[src/rtl/l2_arbiter.sv]
// Round-robin arbiter that shares the single L2 slave port between the L1 I-cache and D-cache.
// The winner's command is registered onto the L2 port; ack is routed back combinationally.
module l2_arbiter (
  input  logic         clk,
  input  logic         rst_n,
  input  logic         i_stb,
  input  logic         i_cyc,
  input  logic         i_we,
  input  logic [11:0]  i_adr,
  input  logic [127:0] i_dat_m,
  input  logic [15:0]  i_sel,
  output logic         i_ack,
  output logic [127:0] i_dat_s,
  input  logic         d_stb,
  input  logic         d_cyc,
  input  logic         d_we,
  input  logic [11:0]  d_adr,
  input  logic [127:0] d_dat_m,
  input  logic [15:0]  d_sel,
  output logic         d_ack,
  output logic [127:0] d_dat_s,
  output logic         m_stb,
  output logic         m_cyc,
  output logic         m_we,
  output logic [11:0]  m_adr,
  output logic [127:0] m_dat_m,
  output logic [15:0]  m_sel,
  input  logic         m_ack,
  input  logic [127:0] m_dat_s
);

  typedef enum logic [1:0] {
    IDLE    = 2'd0,
    GRANT_I = 2'd1,
    GRANT_D = 2'd2,
    RELEASE = 2'd3
  } state_t;

  state_t state, state_next;
  logic   last_grant;
  logic   i_pend, d_pend;
  logic   take_i, take_d, done;
  logic   active;

  assign i_pend = i_stb & i_cyc;
  assign d_pend = d_stb & d_cyc;

  // last_grant = 1 means D was served last, so I wins a tie.
  always_comb begin
    state_next = state;
    take_i     = 1'b0;
    take_d     = 1'b0;
    done       = 1'b0;
    case (state)
      IDLE: begin
        if (i_pend && (!d_pend || last_grant)) begin
          take_i     = 1'b1;
          state_next = GRANT_I;
        end else if (d_pend) begin
          take_d     = 1'b1;
          state_next = GRANT_D;
        end
      end
      GRANT_I, GRANT_D: begin
        if (m_ack) begin
          done       = 1'b1;
          state_next = RELEASE;
        end
      end
      RELEASE: state_next = IDLE;
      default: state_next = IDLE;
    endcase
  end

  always_ff @(posedge clk or negedge rst_n) begin
    if (!rst_n) state <= IDLE;
    else        state <= state_next;
  end

  always_ff @(posedge clk or negedge rst_n) begin
    if (!rst_n) begin
      active     <= 1'b0;
      last_grant <= 1'b1;
      m_we       <= 1'b0;
      m_adr      <= 12'h000;
      m_dat_m    <= 128'h0;
      m_sel      <= 16'h0000;
    end else if (take_i) begin
      active     <= 1'b1;
      last_grant <= 1'b0;
      m_we       <= i_we;
      m_adr      <= i_adr;
      m_dat_m    <= i_dat_m;
      m_sel      <= i_sel;
    end else if (take_d) begin
      active     <= 1'b1;
      last_grant <= 1'b1;
      m_we       <= d_we;
      m_adr      <= d_adr;
      m_dat_m    <= d_dat_m;
      m_sel      <= d_sel;
    end else if (done) begin
      active     <= 1'b0;
    end
  end

  assign m_stb = active;
  assign m_cyc = active;

  // Acks are gated by the grant state, so spurious L2 acks in IDLE/RELEASE go nowhere.
  assign i_ack   = (state == GRANT_I) & m_ack;
  assign d_ack   = (state == GRANT_D) & m_ack;
  assign i_dat_s = m_dat_s;
  assign d_dat_s = m_dat_s;

endmodule

[config.mk]
export PLATFORM = sky130hd
export DESIGN_NAME = l2_arbiter
export DESIGN_NICKNAME = d
export VERILOG_FILES = /design/src/rtl/l2_arbiter.sv
export SDC_FILE = /design/constraint.sdc
export NUM_CORES = 1
export LEC_CHECK = 0
export CAP_MARGIN = 25
export CORE_AREA = 2 2 335 337
export CTS_CLUSTER_DIAMETER = 80
export CTS_CLUSTER_SIZE = 8
export DETAILED_ROUTE_END_ITERATION = 8
export DIE_AREA = 0 0 337 339
export HOLD_SLACK_MARGIN = 0.12
export PLACE_DENSITY = 0.31
export SETUP_SLACK_MARGIN = 0.15
export SYNTH_ARGS = -nofsm -noshare
export SYNTH_HDL_FRONTEND = slang
export SYNTH_SLANG_ARGS = --single-unit
[constraint.sdc]
create_clock -name clk -period 1.8 [get_ports clk]
set_input_delay 0.36 -clock clk [delete_from_list [all_inputs] [get_ports clk]]
set_output_delay 0.36 -clock clk [all_outputs]
set_load 0.005 [all_outputs]
==> run_results.csv, run 1 <==
group,metric,value,unit
critical_path,crit_start,"last_grant",
clocking,path_clk_slew,0.08,ns
placed_design,routabilityCongestion,0.788,
placed_design,hpwl,60100,microns
clocking,cts_buffer_depth,2,
global_route,grt_pass1_vias,11200,
drt,wl_per_cell,28.8,microns
power,power.total,25100,uW
final_layout,drive_above_1_share,39.0,%
power,p_leak,0.00695,uW
logic_synthesis,synth_warnings,0,
logic_synthesis,synth-seq-cells,161,
drt,drtPass1Iterations,4,
timing,hold_viol_final,0,
die,initial_utilization,9.49,%
clocking,cts_max_level,4,
job,maxCapViolCount,0,
timing,min_period,1.82,ns
logic_synthesis,synth_nets,1491,
critical_path,r2r_start,"last_grant",
final_layout,areaGrowthSynthToFinish,96.4,%
critical_path,reg2reg_to,"m_dat_m[89]",
global_route,grt_util_all_layers,13.5,%
critical_path,crit_slowest_cell,"dfstp_2",
die,core,0.110,sq mm
min_path,hp-class,"primary input to async pin",
final_layout,n_antenna_cell,0,
die,dieArea,0.114,sq mm
timing,fin_ws,-0.0247,ns
clocking,clk_latency,0.50,ns
clocking,cts.sinks,161,
critical_path,max_stage_delay,0.54,ns
final_layout,nets,1803,
timing,period_share,101,%
placed_design,port_buffers,481,
logic_synthesis,syn_area,0.0105,sq mm
timing,tns,-0.0611,ns
critical_path,crit_fanout,6,
power,power_density,1220,mW/mm^2
critical_path,crit_end,"m_dat_m[89]",
critical_path,arrival,2.21,ns
clocking,cts_tree,"built",
clocking,cts_buffers,17,
logic_synthesis,syn_avg_cell_area,10.1,sq um
drt,postRouteAntennaNets,0,
global_route,grt.overflow.total,0,
drt,drc,0,
status,status,"finished with violations",
timing,fmax,548,MHz
drt,wl,82200,microns
timing,slew_viol_final,0,
critical_path,crit_path_end_kind,"register",
critical_path,crit_top_cell,"buf_12",
global_route,grt_max_degree,47,
critical_path,r2r_cells,7,
die,boundaryPins,866,
logic_synthesis,yosysSeqAreaShare,38.5,%
critical_path,path_cells,"and3b_4 -> buf_12 -> buf_12 -> buf_12 -> buf_16 -> o311ai_4 -> o2bb2ai_1",
logic_synthesis,synth_cell_types,29,
timing,rsz0062_at_grt,"true",
timing,finClkSkew,0.0152,ns
critical_path,required,2.18,ns
drt,initialDrtViolationCount,394,
critical_path,rrSetupSlack,-0.02,ns
timing,tightestPinTransition,0.727,ns
drt,vias,10300,
drt,viasPerCell,3.62,
critical_path,crit_type,"register to register",
die,die_w,337,microns
die,die-height,339,microns
global_route,grt_pass1_wl,105000,microns
power,ir_drop,695,uV
final_layout,fillers,12100,
critical_path,critPathLaunchType,"register",
timing,slew_headroom,51.5,%
global_route,antenna_found_initial,10,
logic_synthesis,synthCells,1038,
die,num_rows,122,
clocking,cts-root-buf,"clkbuf_16",
timing,setup_viol,9,
status,violations,"setup timing",
final_layout,utilization,18.6,%
-- how the worst min path moves through the flow --
stage	endpoint	slack, ns	startpoint	cells past startpoint
after floorplan	m_adr[0]	0.06	rst_n	0
after global placement	m_dat_m[117]	0.41	rst_n	1
after detailed placement	m_dat_m[117]	0.42	rst_n	1
after CTS	m_dat_m[103]	0.38	rst_n	2
after global routing	m_dat_m[117]	0.41	rst_n	2
final	m_dat_m[117]	0.39	rst_n	2
-- cells in the final DEF (no fill, tap or decap), types with 3 or more instances in the layout --
cell / instances
clkdlybuf4s15_1: 23
o2bb2ai_2: 52
dlygate4sd2_1: 109
buf_16: 19
o311ai_2: 29
dfrtp_1: 149
ha_4: 3
clkbuf_16: 29
buf_8: 11
o311ai_1: 27
buf_12: 47
clkbuf_2: 4
a21oi_2: 41
o311ai_0: 7
o311ai_4: 94
clkdlybuf4s50_1: 317
a21oi_1: 82
a21oi_4: 38
inv_6: 4
clkdlybuf4s15_2: 11
inv_8: 3
dfrtp_2: 11
clkbuf_8: 4
buf_2: 6
buf_6: 35
nand2_1: 3
buf_4: 73
o2bb2ai_1: 103
-- power by group --
group / internal [uW] / switching, uW
clock network: 1930 / 2070
logic: 7380 / 7020
registers: 5300 / 1380
-- cells by family (layout without fill, tap and decap cells) --
group	count (synthesis)	after routing	synth area share, %
compound gates	481	481	34.8
flops	161	161	38.5
fa+ha+maj	4	4	0.478
buf+inv	380	705	25.5
simple gates	12	12	0.717
-- repair_timing --
| item | in CTS | in global routing |
|---|---|---|
| pin swaps | 24 | 160 |
| gates resized for setup | 516 | 356 |
| cloned | 13 | 13 |
| endpoints found under the hold margin | 34 | 0 |
| hold buffers | 1 | 0 |
| setup endpoints to repair | 310 | 167 |
| buffers inserted | 39 | 13 |
-- Yosys cell counts --
library cell	n	share of area, %
nand4_1	1	0.060
and3b_4	1	0.12
inv_1	2	0.072
clkbuf_2	1	0.048
o311ai_0	104	8.7
a2bb2oi_1	2	0.17
buf_6	20	2.2
a22oi_1	1	0.072
buf_1	14	0.50
a22o_4	1	0.17
o311ai_1	53	4.4
o2bb2ai_1	157	13
and2_1	2	0.12
nor2b_1	1	0.060
ha_1	4	0.48
dfrtp_1	160	38
clkbuf_1	17	0.61
nand2_2	2	0.12
buf_2	59	2.8
buf_4	265	19
and3_1	1	0.060
a21oi_2	10	0.84
nand2_1	3	0.11
buf_8	2	0.29
o21ai_0	1	0.048
nand3b_1	1	0.072
a21boi_0	1	0.072
dfstp_2	1	0.25
a21oi_1	151	7.2
-- flip-flops by register name, summed over array words and instances (netlist names) --
name / cells
state: 2
m_sel: 16
m_dat_m: 128
last_grant: 1
m_we: 1
m_cyc: 1
m_adr: 12
-- per-layer routing --
| layer | wire (microns) | vias to the layer above | track usage [%] |
|---|---|---|---|
| li1 | - | 4406 | - |
| met1 | 30100 | 5082 | 14.5 |
| met2 | 39600 | 742 | 23.0 |
| met3 | 10500 | 80 | 7.57 |
| met4 | 1810 | 14 | 3.05 |
| met5 | 129 | - | 0.723 |
-- per-stage QoR --
| stage | hold WS [ns] | std cells | instance area [sq um] | setup slack, ns |
|---|---|---|---|---|
| floorplan | 0.0644 | 1038 | 10500 | 0.170 |
| global placement | 0.405 | 2741 | 15700 | -0.673 |
| detailed placement | 0.416 | 2741 | 15700 | -0.726 |
| CTS | 0.377 | 2826 | 18200 | -0.0984 |
| global route | 0.408 | 2851 | 20600 | -0.0671 |
| finish | 0.390 | 2851 | 20600 | -0.0247 |
-- area by class of cell --
class	instances	area (sq um)	share of cell area [%]
multi-input combinational	497	6620	32.2
inverter	2	7.51	0.0365
tap	1488	1860	9.05
sequential	161	4040	19.7
clock buffer	20	467	2.27
timing repair buffer	671	7450	36.2
clock inverter	12	115	0.560
-- worst max-delay path: cells and delay by family (launching register included) --
family / cells / cell delay [ns]
compound gates: 2 / 0.33
simple gates: 1 / 0.24
flops: 1 / 0.54
buf+inv: 4 / 0.56
(Power assumes the default switching activity.)
==> run 2, diff against run 1 <==
==> constraint.sdc (replaced) <==
create_clock -name clk -period 1.8 [get_ports clk]
set_input_delay 0.18 -clock clk [delete_from_list [all_inputs] [get_ports clk]]
set_output_delay 0.18 -clock clk [all_outputs]
set_load 0.005 [all_outputs]
==> run 2 against run 1 <==
  * The run still ends with setup timing left
  * Die area unchanged
  * Combinational power increased by 25%
  * Core utilization up 0.50 points
  * Critical path type unchanged
  * Wire length is 4.9% higher
  * Critical path depth rose by 4
  * Via count is 2.6% higher
  * Cell count grew 1.3%
  * Worst hold slack got worse by 0.19 ns
  * Global-route usage is 1.1 points higher
==> run_results.csv, run 2 (same netlist as run 1, synthesis figures left out) <==
group,metric,value,unit
die,die-height,339,microns
timing,slew_headroom,63.4,%
critical_path,crit_type,"register to register",
critical_path,crit_fanout,6,
critical_path,critPathLaunchType,"register",
clocking,cts_buffers,17,
final_layout,final_cell_mix,"349 x clkdlybuf4s50_1, 152 x dfrtp_1, 95 x dlygate4sd2_1",
placed_design,dp.cells,2739,
timing,hold_viol_final,0,
drt,drtPass1Iterations,4,
final_layout,largest-register,"m_dat_m",
placed_design,hpwl,60700,microns
critical_path,crit_path_end_kind,"register",
placed_design,placed_area,0.0157,sq mm
timing,period_share,101,%
drt,drc,0,
global_route,grt_pass1_wl,112000,microns
min_path,hp-class,"primary input to async pin",
final_layout,top_regs,"m_dat_m x128, m_sel x16, m_adr x12",
critical_path,arrival,2.25,ns
timing,min_period,1.82,ns
die,num_rows,122,
global_route,grt_util_all_layers,14.6,%
drt,viasPerCell,3.67,
power,power.total,28900,uW
final_layout,fin_cells,2889,
die,dieArea,0.114,sq mm
global_route,grt_max_degree,43,
clocking,cts.sinks,161,
status,violations,"setup timing",
power,ir_drop,527,uV
clocking,cts_tree,"built",
clocking,path_clk_slew,0.08,ns
clocking,cts_max_level,4,
drt,initialDrtViolationCount,433,
drt,wl_per_cell,29.8,microns
drt,vias,10600,
power,power_density,1370,mW/mm^2
timing,finClkSkew,0.0176,ns
die,initial_utilization,9.49,%
final_layout,utilization,19.1,%
final_layout,fillers,12000,
final_layout,areaGrowthSynthToFinish,102,%
timing,setup_viol,14,
final_layout,final_cell_area,0.0211,sq mm
drt,postRouteAntennaNets,0,
critical_path,required,2.23,ns
global_route,grt.overflow.total,0,
final_layout,nets,1839,
job,maxCapViolCount,0,
global_route,antenna_found_initial,14,
timing,fin_ws,-0.0235,ns
power,p_leak,0.00770,uW
placed_design,port_buffers,481,
die,core,0.110,sq mm
final_layout,largest_reg_flops,128,
placed_design,routabilityCongestion,0.769,
drt,wl,86200,microns
status,status,"finished with violations",
timing,tightestPinTransition,0.549,ns
final_layout,seqCellArea,0.00404,sq mm
global_route,grt_pass1_vias,11800,
die,boundaryPins,866,
clocking,cts-root-buf,"clkbuf_16",
timing,slew_viol_final,0,
final_layout,drive_above_1_share,39.8,%
final_layout,multi_input_area,0.00649,sq mm
critical_path,rrSetupSlack,-0.02,ns
timing,rsz0062_at_grt,"true",
clocking,cts_buffer_depth,2,
timing,tns,-0.113,ns
die,die_w,337,microns
final_layout,layout_commonest_cell,"clkdlybuf4s50_1",
clocking,clk_latency,0.51,ns
timing,fmax,548,MHz
run 2: layout make-up:
cell class	count	share of cell area, %
tap	1488	8.82
antenna	3	0.0355
clock inverter	11	0.587
inverter	2	0.0355
timing repair buffer	704	38.6
sequential	161	19.1
clock buffer	20	2.12
multi-input combinational	500	30.7
run 2: final timing paths:
path	end	cells after the start	from
max	m_dat_m[111]	11	state[1]
min	m_dat_m[120]	2	rst_n
max reg2reg	m_dat_m[111]	11	state[1]
min reg2reg	m_dat_m[125]	1	m_dat_m[125]
max in group asynchronous	m_dat_m[71]	3	rst_n
min in group clk	m_dat_m[109]	3	d_dat_m[109]
run 2: report_power, final:
group          leakage [uW]  switching (uW)  internal, uW
logic               0.00541            7850         10200
clock network      0.000281            2050          1980
registers           0.00201            1540          5290
run 2: timing repair:
action                                 CTS  global route
buffers inserted                        54            21
hold buffers                             1             0
pin swaps                              157            56
endpoints found under the hold margin  160             0
setup endpoints to repair              261           195
gates resized for setup                496           216
cloned                                  34             6
run 2: critical path: stages, from the launching register on:
cell and delay (ns):
dfrtp_1 0.41, inv_2 0.10, ha_4 0.16, buf_12 0.10
buf_12 0.09, buf_16 0.11, buf_12 0.13, buf_12 0.15
buf_12 0.11, buf_16 0.14, o311ai_2 0.10, o2bb2ai_1 0.16
run 2: per-stage QoR:
stage | worst slack [ns] | hold WS, ns
after global placement | -0.289 | 0.195
after detailed placement | -0.284 | 0.190
after CTS | -0.0271 | 0.155
after global routing | -0.0687 | 0.195
after floorplan | 0.170 | -0.116
final | -0.0235 | 0.199
run 2: metal layers:
| metal | wire [microns] | global-route usage (%) |
|---|---|---|
| met4 | 1830 | 3.39 |
| met3 | 10600 | 7.74 |
| met1 | 31900 | 15.8 |
| met2 | 41700 | 24.8 |
| met5 | 130 | 0.511 |
==> run 3, diff against run 2 <==
- CAP_MARGIN: 25 -> not set
- CORE_AREA: 2 2 335 337 -> 2 2 340 342
- DIE_AREA: 0 0 337 339 -> 0 0 342 344
- PLACE_DENSITY: 0.31 -> 0.3
- clock period: 1.8 -> 2.1 ns (I/O delays scaled with it)
==> run 3 against run 2 <==
  * The run now ends clean
  * Largest cell class unchanged
  * Clock power shrank 14%
  * Clock skew is 0.0021 ns lower
  * Wire length is 16% lower
  * Worst setup slack better by 0.28 ns
  * Total power fell by 38%
  * Highest routed layer unchanged
  * Clock-buffer cell count decreased by 2
  * Critical path depth shrank 7
  * Sequential share of layout area rose by 5.9 points
  * First-iteration DRC count grew 2.1%
  * Sequential power decreased by 19%
  * Cell count shrank 3.8%
==> run_results.csv, run 3 (same netlist as run 1, synthesis figures left out) <==
group,metric,value,unit
status,status,"completed",
placed_design,hpwl,58800,microns
clocking,cts_buffer_depth,2,
critical_path,required,1.89,ns
timing,period_share,87.8,%
power,p_leak,0.00546,uW
timing,finClkSkew,0.0155,ns
global_route,grt.overflow.total,0,
die,die-height,344,microns
final_layout,top_regs,"m_dat_m x128, m_sel x16, m_adr x12",
die,num_rows,124,
timing,min_period,1.84,ns
placed_design,routabilityCongestion,0.813,
final_layout,areaGrowthSynthToFinish,53.8,%
critical_path,crit_path_end_kind,"output port",
final_layout,largest-register,"m_dat_m",
critical_path,max_stage_delay,0.41,ns
global_route,grt_util_all_layers,11.9,%
clocking,cts_tree,"built",
clocking,cts-root-buf,"clkbuf_16",
die,dieArea,0.118,sq mm
timing,rsz0062_at_grt,"false",
timing,holdWs,0.260,ns
die,core,0.114,sq mm
final_layout,layout_commonest_cell,"clkdlybuf4s50_1",
clocking,cts_max_level,4,
drt,vias,9671,
placed_design,port_buffers,481,
final_layout,nets,1702,
critical_path,crit_fanout,3,
drt,initialDrtViolationCount,442,
clocking,path_clk_slew,0.09,ns
timing,tightestPinTransition,0.667,ns
timing,hold_viol_final,0,
power,ir_drop,597,uV
timing,slew_viol_final,0,
global_route,antenna_found_initial,15,
drt,drc,0,
critical_path,crit_slowest_cell,"dfrtp_1",
critical_path,critPathLaunchType,"register",
timing,fmax,543,MHz
clocking,cts.sinks,161,
power,power.total,18000,uW
critical_path,crit_type,"register to output port",
drt,wl_per_cell,26.1,microns
final_layout,largest_reg_flops,128,
global_route,grt_pass1_wl,96100,microns
drt,postRouteAntennaNets,0,
critical_path,path_cells,"inv_1 -> ha_1 -> and2_1 -> dlygate4sd2_1",
global_route,grt_pass1_vias,10500,
die,die_w,342,microns
final_layout,final_cell_mix,"473 x clkdlybuf4s50_1, 160 x dfrtp_1, 157 x o2bb2ai_1",
min_path,hp-class,"primary input to async pin",
drt,viasPerCell,3.48,
die,initial_utilization,9.20,%
die,boundaryPins,866,
clocking,clk_latency,0.51,ns
timing,slew_headroom,55.5,%
power,power_density,1120,mW/mm^2
final_layout,drive_above_1_share,11.0,%
clocking,cts_buffers,17,
drt,wl,72500,microns
final_layout,fillers,12900,
job,maxCapViolCount,0,
critical_path,arrival,1.63,ns
timing,setup_viol,0,
global_route,grt_max_degree,64,
drt,drtPass1Iterations,5,
clocking,post_cts_buffers,0,
critical_path,rrSetupSlack,0.27,ns
## run 3: cell types whose count changed in the layout (fill, tap and decap cells not counted), moves of 31 or more
cell / previous run / this run
a21oi_2: 58 / 10
o2bb2ai_2: 80 / 0
o311ai_0: 17 / 104
dlygate4sd2_1: 95 / 7
buf_12: 52 / 21
buf_6: 31 / 0
o2bb2ai_1: 30 / 157
o311ai_2: 51 / 0
clkdlybuf4s50_1: 349 / 473
buf_16: 34 / 0
a21oi_1: 92 / 151
o2bb2ai_4: 47 / 0
## run 3: timing repair
item,CTS,global route
hold buffers,1,0
gates resized for setup,8,0
endpoints found under the setup margin,7,0
endpoints found under the hold margin,46,0
## run 3: where the power goes
group	total (uW)	switching, uW	leakage [uW]	internal, uW
registers	5560	1040	0.00202	4520
clock network	3480	1850	0.000290	1630
logic	8950	4190	0.00315	4760
## run 3: worst paths after layout
kind,from,to,cells past startpoint
min in group clk,d_dat_m[78],m_dat_m[78],3
worst max-delay path,state[1],i_ack,4
max in group asynchronous,rst_n,last_grant,3
worst min-delay path,rst_n,m_dat_m[118],2
worst min register to register,m_dat_m[41],m_dat_m[41],1
worst max register to register,last_grant,m_dat_m[41],5
## run 3: cell type report
| class | instances | area, sq um | area share [%] |
|---|---|---|---|
| Sequential cell | 161 | 4030 | 25.0 |
| Clock buffer | 18 | 439 | 2.73 |
| Tap cell | 1512 | 1890 | 11.7 |
| Antenna cell | 4 | 10.0 | 0.0622 |
| Clock inverter | 14 | 161 | 1.00 |
| Inverter | 2 | 7.51 | 0.0466 |
| Timing Repair Buffer | 570 | 5740 | 35.7 |
| Multi-Input combinational cell | 497 | 3820 | 23.7 |
## run 3: per-layer routing
layer  part of all wire [%]  vias up  track usage [%]
met4                    1.8       18             3.19
li1                       -     4188                -
met1                     35     4663             12.1
met5                   0.25        -            0.441
met3                     15       62             7.87
met2                     48      740             20.0
## run 3: critical path: cells and delay by family (launching register included)
family | cells | cell delay, ns
adders and majority gates | 1 | 0.16
buffers and inverters | 2 | 0.45
DFF | 1 | 0.41
and+or+nand+nor | 1 | 0.12
## run 3: through the flow
stage	instance area, sq um	TNS (ns)	utilization [%]	cells	setup slack, ns
4_1_cts	16100	0	14.1	2774	0.152
6_report	16100	0	14.1	2778	0.257
2_1_floorplan	10500	0	-	1038	0.470
3_5_place_dp	15500	-0.352	13.6	2741	-0.0867
3_3_place_gp	15500	-0.414	13.6	2741	-0.0750
5_1_grt	16100	0	14.1	2774	0.160
